[src/rtl/bitpack_pkg.sv]
// Shared types for the job sequencer: FSM states, page/count constants, queued descriptor.
// Descriptor address fields are sized for the widest supported ADDR_W; narrower builds zero-extend.
package bitpack_pkg;

    typedef enum logic [2:0] {
        S_IDLE,
        S_CALC,
        S_ISSUE,
        S_WAIT,
        S_DRAIN
    } state_t;

    localparam int PAGE_BYTES  = 4096;
    localparam int COUNT_W     = 16;
    localparam int DESC_ADDR_W = 64;

    typedef struct packed {
        logic [DESC_ADDR_W-1:0] src;
        logic [DESC_ADDR_W-1:0] dst;
        logic [31:0]            size;
    } desc_t;

endpackage

[src/rtl/bitpack_job_seq_if.sv]
// Job-queue and mover-request bundle. master = sequencer side, slave = control/mover side.
// Perf counters exist only when BITPACK_JOB_SEQ_PERF_EN is defined.
interface bitpack_job_seq_if #(
    parameter int ADDR_W = 32
);
    import bitpack_pkg::*;

    logic [ADDR_W-1:0]  job_src;
    logic [ADDR_W-1:0]  job_dst;
    logic [31:0]        job_size;
    logic               job_push;
    logic               job_full;
    logic               job_done;
    logic               idle;
    logic [ADDR_W-1:0]  read_addr;
    logic [COUNT_W-1:0] read_count;
    logic               read_req;
    logic               read_busy;
    logic [ADDR_W-1:0]  write_addr;
    logic [COUNT_W-1:0] write_count;
    logic               write_req;
    logic               write_busy;
`ifdef BITPACK_JOB_SEQ_PERF_EN
    logic [31:0]        perf_cycles;
    logic [31:0]        perf_bursts;

    modport master (
        input  job_src, job_dst, job_size, job_push, read_busy, write_busy,
        output job_full, job_done, idle, read_addr, read_count, read_req,
               write_addr, write_count, write_req, perf_cycles, perf_bursts
    );
    modport slave (
        output job_src, job_dst, job_size, job_push, read_busy, write_busy,
        input  job_full, job_done, idle, read_addr, read_count, read_req,
               write_addr, write_count, write_req, perf_cycles, perf_bursts
    );
`else
    modport master (
        input  job_src, job_dst, job_size, job_push, read_busy, write_busy,
        output job_full, job_done, idle, read_addr, read_count, read_req,
               write_addr, write_count, write_req
    );
    modport slave (
        output job_src, job_dst, job_size, job_push, read_busy, write_busy,
        input  job_full, job_done, idle, read_addr, read_count, read_req,
               write_addr, write_count, write_req
    );
`endif

endinterface

[src/rtl/bitpack_desc_fifo.sv]
// Register FIFO of job descriptors; pop data is combinational from the head entry.
// Push when full is dropped unless a pop happens in the same cycle.
module bitpack_desc_fifo
    import bitpack_pkg::*;
#(
    parameter int DEPTH = 4
) (
    input  logic  clk,
    input  logic  rst_n,
    input  logic  push,
    input  desc_t push_dat,
    input  logic  pop,
    output desc_t pop_dat,
    output logic  full,
    output logic  empty
);
    localparam int PTR_W = (DEPTH > 1) ? $clog2(DEPTH) : 1;
    localparam logic [PTR_W:0] DEPTH_C = (PTR_W + 1)'(DEPTH);

    desc_t            mem [DEPTH];
    logic [PTR_W-1:0] wr_ptr;
    logic [PTR_W-1:0] rd_ptr;
    logic [PTR_W:0]   count;
    logic             push_ok;
    logic             pop_ok;

    assign full    = (count == DEPTH_C);
    assign empty   = (count == '0);
    assign pop_ok  = pop && !empty;
    assign push_ok = push && (!full || pop_ok);
    assign pop_dat = mem[rd_ptr];

    always_ff @(posedge clk) begin
        if (push_ok) begin
            mem[wr_ptr] <= push_dat;
        end
    end

    always_ff @(posedge clk or negedge rst_n) begin
        if (!rst_n) begin
            wr_ptr <= '0;
            rd_ptr <= '0;
            count  <= '0;
        end else begin
            if (push_ok) wr_ptr <= wr_ptr + 1'b1;
            if (pop_ok)  rd_ptr <= rd_ptr + 1'b1;
            case ({push_ok, pop_ok})
                2'b10:   count <= count + 1'b1;
                2'b01:   count <= count - 1'b1;
                default: count <= count;
            endcase
        end
    end

endmodule

[src/rtl/bitpack_job_seq.sv]
// Splits queued copy jobs into MAX_BURST / 4 KiB-bounded mover requests; REQ registered, one cycle.
// Optional BITPACK_JOB_SEQ_PERF_EN adds saturating busy-cycle and burst counters.
module bitpack_job_seq
    import bitpack_pkg::*;
#(
    parameter int DATA_W      = 32,
    parameter int ADDR_W      = 32,
    parameter int MAX_BURST   = 256,
    parameter int QUEUE_DEPTH = 4
) (
    input  logic             ACLK,
    input  logic             ARESETN,
    bitpack_job_seq_if.master bus
);
    localparam int BYTES = DATA_W / 8;
    localparam int BSH   = $clog2(BYTES);
    localparam logic [ADDR_W-1:0] AMASK = ~(ADDR_W'(BYTES - 1));

    state_t             state;
    state_t             state_nxt;
    desc_t              push_dat;
    desc_t              pop_dat;
    logic               full;
    logic               empty;
    logic               pop;
    logic               done_set;
    logic               req_set;
    logic               chunk_load;
    logic               advance;
    logic               wait_cnt;
    logic [ADDR_W-1:0]  src_q;
    logic [ADDR_W-1:0]  dst_q;
    logic [31:0]        rem_q;
    logic [COUNT_W-1:0] chunk_q;
    logic [COUNT_W-1:0] chunk_nxt;
    logic [ADDR_W-1:0]  step;
    logic [12:0]        src_room;
    logic [12:0]        dst_room;
    logic [31:0]        lim;
    logic               done_q;
    logic               req_q;
    logic [ADDR_W-1:0]  raddr_q;
    logic [ADDR_W-1:0]  waddr_q;
    logic [COUNT_W-1:0] count_q;
    logic               busy_any;
    logic               unused_desc;

    assign push_dat.src  = DESC_ADDR_W'(bus.job_src);
    assign push_dat.dst  = DESC_ADDR_W'(bus.job_dst);
    assign push_dat.size = bus.job_size;
    // Upper descriptor bits are zero-extension only.
    assign unused_desc   = ^{pop_dat.src, pop_dat.dst};

    bitpack_desc_fifo #(.DEPTH(QUEUE_DEPTH)) u_fifo (
        .clk      (ACLK),
        .rst_n    (ARESETN),
        .push     (bus.job_push),
        .push_dat (push_dat),
        .pop      (pop),
        .pop_dat  (pop_dat),
        .full     (full),
        .empty    (empty)
    );

    assign busy_any = bus.read_busy || bus.write_busy;

    always_ff @(posedge ACLK or negedge ARESETN) begin
        if (!ARESETN) state <= S_IDLE;
        else          state <= state_nxt;
    end

    always_comb begin
        state_nxt  = state;
        pop        = 1'b0;
        done_set   = 1'b0;
        req_set    = 1'b0;
        chunk_load = 1'b0;
        advance    = 1'b0;
        unique case (state)
            S_IDLE: if (!empty) begin
                pop       = 1'b1;
                state_nxt = S_CALC;
            end
            S_CALC: if (rem_q == '0) begin
                done_set  = 1'b1;
                state_nxt = S_IDLE;
            end else begin
                chunk_load = 1'b1;
                state_nxt  = S_ISSUE;
            end
            S_ISSUE: if (!busy_any) begin
                req_set   = 1'b1;
                state_nxt = S_WAIT;
            end
            // Second WAIT cycle falls through even if the mover never raised BUSY.
            S_WAIT: if (busy_any || wait_cnt) state_nxt = S_DRAIN;
            S_DRAIN: if (!busy_any) begin
                advance   = 1'b1;
                state_nxt = S_CALC;
            end
            default: state_nxt = S_IDLE;
        endcase
    end

    always_comb begin
        src_room = 13'(PAGE_BYTES) - {1'b0, src_q[11:0]};
        dst_room = 13'(PAGE_BYTES) - {1'b0, dst_q[11:0]};
        lim      = rem_q;
        if (lim > 32'(MAX_BURST))        lim = 32'(MAX_BURST);
        if (lim > 32'(src_room >> BSH))  lim = 32'(src_room >> BSH);
        if (lim > 32'(dst_room >> BSH))  lim = 32'(dst_room >> BSH);
        chunk_nxt = lim[COUNT_W-1:0];
        step      = ADDR_W'(chunk_q) << BSH;
    end

    always_ff @(posedge ACLK or negedge ARESETN) begin
        if (!ARESETN) begin
            src_q    <= '0;
            dst_q    <= '0;
            rem_q    <= '0;
            chunk_q  <= '0;
            wait_cnt <= 1'b0;
            done_q   <= 1'b0;
            req_q    <= 1'b0;
            raddr_q  <= '0;
            waddr_q  <= '0;
            count_q  <= '0;
        end else begin
            wait_cnt <= (state == S_WAIT);
            done_q   <= done_set;
            req_q    <= req_set;
            if (pop) begin
                src_q <= pop_dat.src[ADDR_W-1:0] & AMASK;
                dst_q <= pop_dat.dst[ADDR_W-1:0] & AMASK;
                rem_q <= pop_dat.size >> BSH;
            end
            if (chunk_load) chunk_q <= chunk_nxt;
            if (req_set) begin
                raddr_q <= src_q;
                waddr_q <= dst_q;
                count_q <= chunk_q;
            end
            if (advance) begin
                src_q <= src_q + step;
                dst_q <= dst_q + step;
                rem_q <= rem_q - 32'(chunk_q);
            end
        end
    end

    assign bus.job_full    = full;
    assign bus.job_done    = done_q;
    assign bus.idle        = empty && (state == S_IDLE) && !busy_any;
    assign bus.read_req    = req_q;
    assign bus.write_req   = req_q;
    assign bus.read_addr   = raddr_q;
    assign bus.write_addr  = waddr_q;
    assign bus.read_count  = count_q;
    assign bus.write_count = count_q;

`ifdef BITPACK_JOB_SEQ_PERF_EN
    logic [31:0] perf_cycles_q;
    logic [31:0] perf_bursts_q;

    always_ff @(posedge ACLK or negedge ARESETN) begin
        if (!ARESETN) begin
            perf_cycles_q <= '0;
            perf_bursts_q <= '0;
        end else begin
            if (state != S_IDLE && perf_cycles_q != '1) perf_cycles_q <= perf_cycles_q + 1'b1;
            if (req_q && perf_bursts_q != '1)           perf_bursts_q <= perf_bursts_q + 1'b1;
        end
    end

    assign bus.perf_cycles = perf_cycles_q;
    assign bus.perf_bursts = perf_bursts_q;
`endif

endmodule
[src/flat_wrapper.sv]
// flat-port wrapper written by rule: the top's interface ports become plain ports
module bitpack_job_seq_flat import bitpack_pkg::*;
#(
    parameter int DATA_W      = 32,
    parameter int ADDR_W      = 32,
    parameter int MAX_BURST   = 256,
    parameter int QUEUE_DEPTH = 4
)
  (ACLK, ARESETN, bus_job_src, bus_job_dst, bus_job_size, bus_job_push, bus_read_busy, bus_write_busy, bus_job_full, bus_job_done, bus_idle, bus_read_addr, bus_read_count, bus_read_req, bus_write_addr, bus_write_count, bus_write_req);
  bitpack_job_seq_if #(.ADDR_W(ADDR_W)) bus_i ();
  input  logic ACLK;
  input  logic ARESETN;
  input wire logic [$bits(bus_i.job_src)-1:0] bus_job_src;
  input wire logic [$bits(bus_i.job_dst)-1:0] bus_job_dst;
  input wire logic [$bits(bus_i.job_size)-1:0] bus_job_size;
  input wire logic [$bits(bus_i.job_push)-1:0] bus_job_push;
  input wire logic [$bits(bus_i.read_busy)-1:0] bus_read_busy;
  input wire logic [$bits(bus_i.write_busy)-1:0] bus_write_busy;
  output wire logic [$bits(bus_i.job_full)-1:0] bus_job_full;
  output wire logic [$bits(bus_i.job_done)-1:0] bus_job_done;
  output wire logic [$bits(bus_i.idle)-1:0] bus_idle;
  output wire logic [$bits(bus_i.read_addr)-1:0] bus_read_addr;
  output wire logic [$bits(bus_i.read_count)-1:0] bus_read_count;
  output wire logic [$bits(bus_i.read_req)-1:0] bus_read_req;
  output wire logic [$bits(bus_i.write_addr)-1:0] bus_write_addr;
  output wire logic [$bits(bus_i.write_count)-1:0] bus_write_count;
  output wire logic [$bits(bus_i.write_req)-1:0] bus_write_req;
  assign bus_i.job_src = bus_job_src;
  assign bus_i.job_dst = bus_job_dst;
  assign bus_i.job_size = bus_job_size;
  assign bus_i.job_push = bus_job_push;
  assign bus_i.read_busy = bus_read_busy;
  assign bus_i.write_busy = bus_write_busy;
  assign bus_job_full = bus_i.job_full;
  assign bus_job_done = bus_i.job_done;
  assign bus_idle = bus_i.idle;
  assign bus_read_addr = bus_i.read_addr;
  assign bus_read_count = bus_i.read_count;
  assign bus_read_req = bus_i.read_req;
  assign bus_write_addr = bus_i.write_addr;
  assign bus_write_count = bus_i.write_count;
  assign bus_write_req = bus_i.write_req;
  bitpack_job_seq #(.DATA_W(DATA_W), .ADDR_W(ADDR_W), .MAX_BURST(MAX_BURST), .QUEUE_DEPTH(QUEUE_DEPTH)) u_core (.ACLK(ACLK), .ARESETN(ARESETN), .bus(bus_i));
endmodule
[config.mk]
export PLATFORM = sky130hd
export DESIGN_NAME = bitpack_job_seq_flat
export DESIGN_NICKNAME = d
export VERILOG_FILES = /design/src/rtl/bitpack_pkg.sv /design/src/rtl/bitpack_job_seq_if.sv /design/src/rtl/bitpack_desc_fifo.sv /design/src/rtl/bitpack_job_seq.sv /design/src/flat_wrapper.sv
export SDC_FILE = /design/constraint.sdc
export NUM_CORES = 1
export LEC_CHECK = 0
export ABC_AREA = 1
export CORE_MARGIN = 2
export CORE_UTILIZATION = 60
export DETAILED_ROUTE_END_ITERATION = 6
export GPL_TIMING_DRIVEN = 1
export PLACE_DENSITY = 0.81
export SYNTH_ARGS = -nofsm -noshare
export SYNTH_HDL_FRONTEND = slang
export SYNTH_SLANG_ARGS = --single-unit
[constraint.sdc]
create_clock -name ACLK -period 11.87 [get_ports ACLK]
set_input_delay 1.7805 -clock ACLK [delete_from_list [all_inputs] [get_ports ACLK]]
set_output_delay 1.7805 -clock ACLK [all_outputs]
set_load 0.02 [all_outputs]
==> metrics, run 1 <==
Max-Cap Viols=0; FF-to-FF path depth=25; non-filler cells, final=roughly 3800; met2 global-route usage=0.561; via count=approximately 23000; Post CTS Setup Buffer Count=0; RSZ-0062 raised after global routing=false; number of H-tree levels=2; Gates resized, CTS repair=0; Sequential Area=0.0157 mm2; final hold slack=between 0.4 and 0.5 ns; First-pass DRT Iterations=6; Initial Util=0.608; nets=approximately 3400; Worst path slowest cell=nor2_1; DIE HEIGHT=~220 um; vias in the first global route=around 22000; grt ovf=0; Seq cells post-synth=between 500 and 600; placed cells=approximately 3700; die width=roughly 220 um; most used routing layer=met2; met3 GRT Util=0.0671; Static Leak=~0.013 uW; Port Buffers=around 190; Synth Warn #=0; Critical Path RT=approximately 12 ns; Final HPWL DP=approximately 56000 um; commonest non-fill, non-tap cell in the layout=nand2_1; PnR worst setup slack=6.66 ns; hold path start=u_core.bus.read_addr[17]; skew final=0.0231 ns; Multi-input gate area=between 0.009 and 0.01 mm2; Root Buffer=clkbuf_16; number of flops mapped to enable cells by yosys=360; Setup TNS=0 ns; I/O pin count=approximately 200; hold_buf cts=0; Post-Synthesis Cells=3036; largest net degree at the start of global routing=approximately 140; ys async rst share=0.354; total wire length=80300 um; CP Capture Type=register; fin crit share=0.439; FF-to-FF Start=u_core.rem_q[25]; Core Area=about 0.045 mm2; hold path cells=2; CTS tree=yes; Clk Latency, worst-skew pair=0.62 ns; Synth Area per Inst=between 9 and 10 um2; Final setup viols=0; status=complete, no violations; Pins Over Slew Limit=0; dpl ws=between 6 and 7 ns; count of clock tree sinks=557; prevailing post-synth register cell=edfxtp_1; Netlist cell types=43; startpoint types=register; VDD IR max=between 0.2 and 0.3 mV; drt drc=0; initial antenna violation count=3; Worst-Margin Slew=about 1.2 ns; total CTS buffers=56; Hold Path Sink=u_core.bus.read_addr[17]; Slew HR=0.206; Hold Path Class=reg -> reg; critical path type=reg -> reg; Arr. time, crit path=5.68 ns; gr usage total=0.336; Clk pin slew, worst setup/hold paths=roughly 0.06 ns; post-route ant nets=0; area of the die=0.0477 mm2; RePlAce Congestion=between 0.9 and 1; vias per cell=5.93; global-route wire length before repair=about 120000 um; FF-to-FF End=u_core.chunk_q[10]; sequential area share after synthesis=0.570; 1st-iter DRT viols=roughly 2100; WL per Instance=21.0 um; Synth Cell Area=0.0276 mm2; min Tclk post-route=~5.2 ns; Fmax=192 MHz; row cnt=78; total power=around 9000 uW; CP max stage delay=around 0.48 ns; commonest non-fill, non-tap cells in the layout=621 x nand2_1, 391 x nor2_1, 360 x edfxtp_1, 335 x inv_1, 334 x o21ai_0; met1 GRT Util=0.445; cell mode on critical path=nand2_1; Hold Fails Final Rpt=0; layout cells sized above 1=0.0404; worst-case clock buffer depth=3; Synth-to-Final Area Change=14.4%; fill count=around 3400; pwr dens=roughly 290 mW/mm2; CP Max Fanout=14; R2R Setup Slk=around 6.7 ns
-- critical path, delay by kind of cell (launching register included) --
kind                     cells  cell delay, ns
AND/OR/NAND/NOR             18            3.58
flip-flops                   1            0.42
buffers and inverters        2            0.19
adder cells (fa/ha/maj)      2            0.48
AO/OA/AOI/OAI                3            0.39
-- metal layers --
layer | vias to the layer above | wire (um)
met2 | 1028 | 38900
met4 | 4 | 2160
li1 | 10506 | -
met3 | 153 | 7030
met1 | 10937 | 32100
met5 | - | 31
-- Yosys cell counts (all sizes together) (36+ instances only) --
master,n,area share
ha,78,0.035
nand2,622,0.085
inv,342,0.047
a21oi,121,0.022
edfxtp,360,0.39
o22ai,87,0.020
o21ai,339,0.061
clkbuf,59,0.0080
nor2,403,0.056
nand4,36,0.0082
dfrtp,197,0.18
buf,75,0.016
nand3,180,0.033
-- metrics by stage --
stage	utilization	cell area, um2
after detailed placement	0.657	29800
after global placement	0.657	29800
after CTS	0.696	31600
final	0.696	31600
after global routing	0.696	31600
after floorplan	-	27600
-- power breakdown --
group	switching (uW)	leakage (uW)	internal [uW]
sequential	422	0.00566	2670
clock	765	0.000859	969
combinational	2870	0.00676	1320
-- worst max path at each step --
stage,from,end,slack [ns],cells past startpoint
after floorplan,bus_job_push,u_core.u_fifo.mem[0][10],5.35,4
after global placement,bus_write_busy,bus_idle,6.74,5
after global routing,u_core.rem_q[25],u_core.chunk_q[8],6.08,25
final,u_core.rem_q[25],u_core.chunk_q[10],6.66,25
after detailed placement,bus_write_busy,bus_idle,6.70,5
after CTS,bus_write_busy,bus_idle,6.69,5
-- cell families after synthesis --
logic type | count (synthesis) | share of synthesized area
AOI/OAI and AO/OA | 599 | 0.118
xor gates and xnor gates | 31 | 0.00984
adders and majority gates | 82 | 0.0383
buffers and inverters | 477 | 0.0705
DFF | 557 | 0.570
other | 1 | 0.000136
and+or+nand+nor | 1289 | 0.193
-- layout make-up --
class	count	area share
Antenna cell	1	0.0000793
Clock buffer	65	0.0461
Clock inverter	37	0.0102
Inverter	343	0.0410
Multi-Input combinational cell	2007	0.315
Sequential cell	557	0.499
Tap cell	600	0.0238
Timing Repair Buffer	208	0.0647
-- flip-flops by register name (all words and copies together) (netlist names), 2 cells and up --
signal	cells
u_core.bus.read_addr	30
u_core.bus.read_count	16
u_core.bus.write_addr	30
u_core.chunk_q	16
u_core.dst_q	30
u_core.rem_q	32
u_core.src_q	30
u_core.state	3
u_core.u_fifo.count	3
u_core.u_fifo.mem	360
u_core.u_fifo.rd_ptr	2
u_core.u_fifo.wr_ptr	2
Note: power is estimated with default switching activity, not from simulation.
==> run 2, diff against run 1 <==
--- a/config.mk
+++ b/config.mk
@@ -7,10 +7,10 @@
 export LEC_CHECK = 0
 export ABC_AREA = 1
 export CORE_MARGIN = 2
-export CORE_UTILIZATION = 60
+export CORE_UTILIZATION = 59
 export DETAILED_ROUTE_END_ITERATION = 6
 export GPL_TIMING_DRIVEN = 1
-export PLACE_DENSITY = 0.81
+export PLACE_DENSITY = 0.8
 export SYNTH_ARGS = -nofsm -noshare
 export SYNTH_HDL_FRONTEND = slang
 export SYNTH_SLANG_ARGS = --single-unit
==> constraint.sdc (replaced) <==
create_clock -name ACLK -period 5.2 [get_ports ACLK]
set_input_delay 0.78 -clock ACLK [delete_from_list [all_inputs] [get_ports ACLK]]
set_output_delay 0.78 -clock ACLK [all_outputs]
set_load 0.02 [all_outputs]
==> run 2 against run 1 <==
Global-route usage is 0.29 points lower; via count grew 0.12%; first-iteration DRC count grew 10%; non-clock buffer count grew 14.
==> metrics, run 2 (synthesis gave the netlist of run 1 again) <==
Largest regs=u_core.u_fifo.mem x360, u_core.rem_q x32; RePlAce Congestion=0.992 (+3.9%); Post CTS Setup Buffer Count=0 (unchanged); First-pass DRT Iterations=5 (-1); startpoint types=register; status=complete, no violations; placed cell area=0.0300 mm2 (+0.80%); initial antenna violation count=4 (+1); final instance area=0.0320 mm2 (+1.4%); count of clock tree sinks=557 (unchanged); dpl ws=0.561 ns (-6.14 ns); Hold Path Class=in -> async; global-route wire length before repair=123000 um (+0.56%); Max-Cap Viols=0 (unchanged); max FFs per register=360 (unchanged); Synth-to-Final Area Change=16.0%; Gates resized, CTS repair=0 (unchanged); skew final=0.0371 ns (+0.0140 ns); row cnt=79 (+1.3%); die width=220 um (+0.83%); grt ovf=0 (unchanged); min Tclk post-route=4.76 ns (-0.455 ns); Clk pin slew, worst setup/hold paths=0.06 ns (about the same); Port Buffers=191 (unchanged); Slew HR=0.330 (+0.124); Fmax=210 MHz (+9.6%); pwr dens=657 mW/mm2 (+130%); commonest non-fill, non-tap cells in the layout=621 x nand2_1, 391 x nor2_1, 360 x edfxtp_1, 335 x inv_1, 334 x o21ai_0; CP max stage delay=0.41 ns (-0.07 ns); vias per cell=5.90 (-0.48%); gr usage total=0.334 (-0.00289); # diodes=0 (-1); RSZ-0062 raised after global routing=false; WL per Instance=20.9 um (-0.44%); commonest non-fill, non-tap cell in the layout=nand2_1; post-layout util=0.690 (-0.00527); Final HPWL DP=56200 um (+1.3%); drt drc=0 (unchanged); total wire length=80400 um (+0.16%); Hold Fails Final Rpt=0 (unchanged); hold_buf cts=0 (unchanged); nets=3370 (+0.42%); Worst-Margin Slew=1.00 ns (-0.187 ns); Worst path slowest cell=dfrtp_1; critical path type=reg -> reg; Initial Util=0.595 (-0.0128); total CTS buffers=56 (unchanged); CP Capture Type=register; area of the die=0.0485 mm2 (+1.7%); via count=22656 (+0.12%); layout cells sized above 1=0.0467 (+0.00628); Arr. time, crit path=5.23 ns (-0.45 ns); cell mode on critical path=nand2_1; Clk Latency, worst-skew pair=0.65 ns (+0.03 ns); I/O pin count=202 (unchanged); Biggest register=u_core.u_fifo.mem; VDD IR max=0.629 mV (+120%); placed cells=3736 (+0.57%); fill count=3508 (+2.5%); Static Leak=0.0135 uW (+1.5%); Root Buffer=clkbuf_16; vias in the first global route=21986 (-0.65%); DIE HEIGHT=220 um (+0.83%); largest net degree at the start of global routing=116 (-19%); CTS tree=yes; Core Area=0.0464 mm2 (+2.2%); Final setup viols=0 (unchanged); non-filler cells, final=3841 (+0.60%); fin crit share=0.915 (+0.476); post-route ant nets=0 (unchanged); Critical Path RT=5.67 ns (-6.67 ns); worst-case clock buffer depth=3 (unchanged); CP Max Fanout=14 (unchanged); Pins Over Slew Limit=0 (unchanged); PnR worst setup slack=0.440 ns (-6.22 ns); 1st-iter DRT viols=2354 (+10%); number of H-tree levels=2 (unchanged)
run 2: cell types whose count changed in the layout (fill, tap and decap cells not counted), moves of 2 or more:
cell       delta
clkinv_1      -3
inv_6         -4
buf_12       +10
clkinv_16     +2
clkbuf_8      +2
buf_4         +4
bufinv_16     +5
clkinv_2      +2
run 2: path summary, 6_finish.rpt:
check | end | slack, ns | start | cells past startpoint
max | u_core.chunk_q[10] | 0.44 | u_core.rem_q[25] | 29
min | u_core.bus.read_addr[5] | 0.22 | ARESETN | 1
max reg2reg | u_core.chunk_q[10] | 0.44 | u_core.rem_q[25] | 29
min reg2reg | u_core.bus.write_addr[17] | 0.47 | u_core.bus.write_addr[17] | 2
max in group asynchronous | u_core.dst_q[26] | 3.80 | ARESETN | 2
min in group ACLK | u_core.bus.write_addr[17] | 0.47 | u_core.bus.write_addr[17] | 2
run 2: final cells by class:
type	count	area (um2)	area share
inverter	343	1290	0.0404
tap	607	759	0.0237
clock buffer	65	1460	0.0455
timing repair buffer	222	2270	0.0710
multi-input combinational	2007	9960	0.311
clock inverter	40	523	0.0163
sequential	557	15700	0.492
run 2: through the flow:
stage          total power [uW]  hold WS [ns]  setup TNS, ns
6_report                  21000         0.223              0
5_1_grt                   22400         0.252              0
4_1_cts                   21000         0.229              0
3_5_place_dp              16600         0.459              0
3_3_place_gp              16400         0.457              0
2_1_floorplan             13200         0.442        -115.43
run 2: report_power, final:
part	leakage (uW)	switching, uW	internal (uW)
logic	0.00687	6590	3120
registers	0.00566	971	6080
clock network	0.000955	1790	2480
total	0.0135	9350	11700
run 2: worst max-delay path: cells and delay by family (launching register included):
family,cells,cell delay (ns)
simple gates,23,3.18
buf+inv,2,0.14
compound gates,2,0.29
flops,1,0.41
fa+ha+maj,2,0.57
run 2: metal layers:
metal  GRT usage  share of wire  up-vias
met5           0        0.00068        -
li1            -              -    10540
met2       0.553           0.48     1002
met4       0.109          0.028        8
met1       0.453           0.41    10951
met3      0.0511          0.081      155
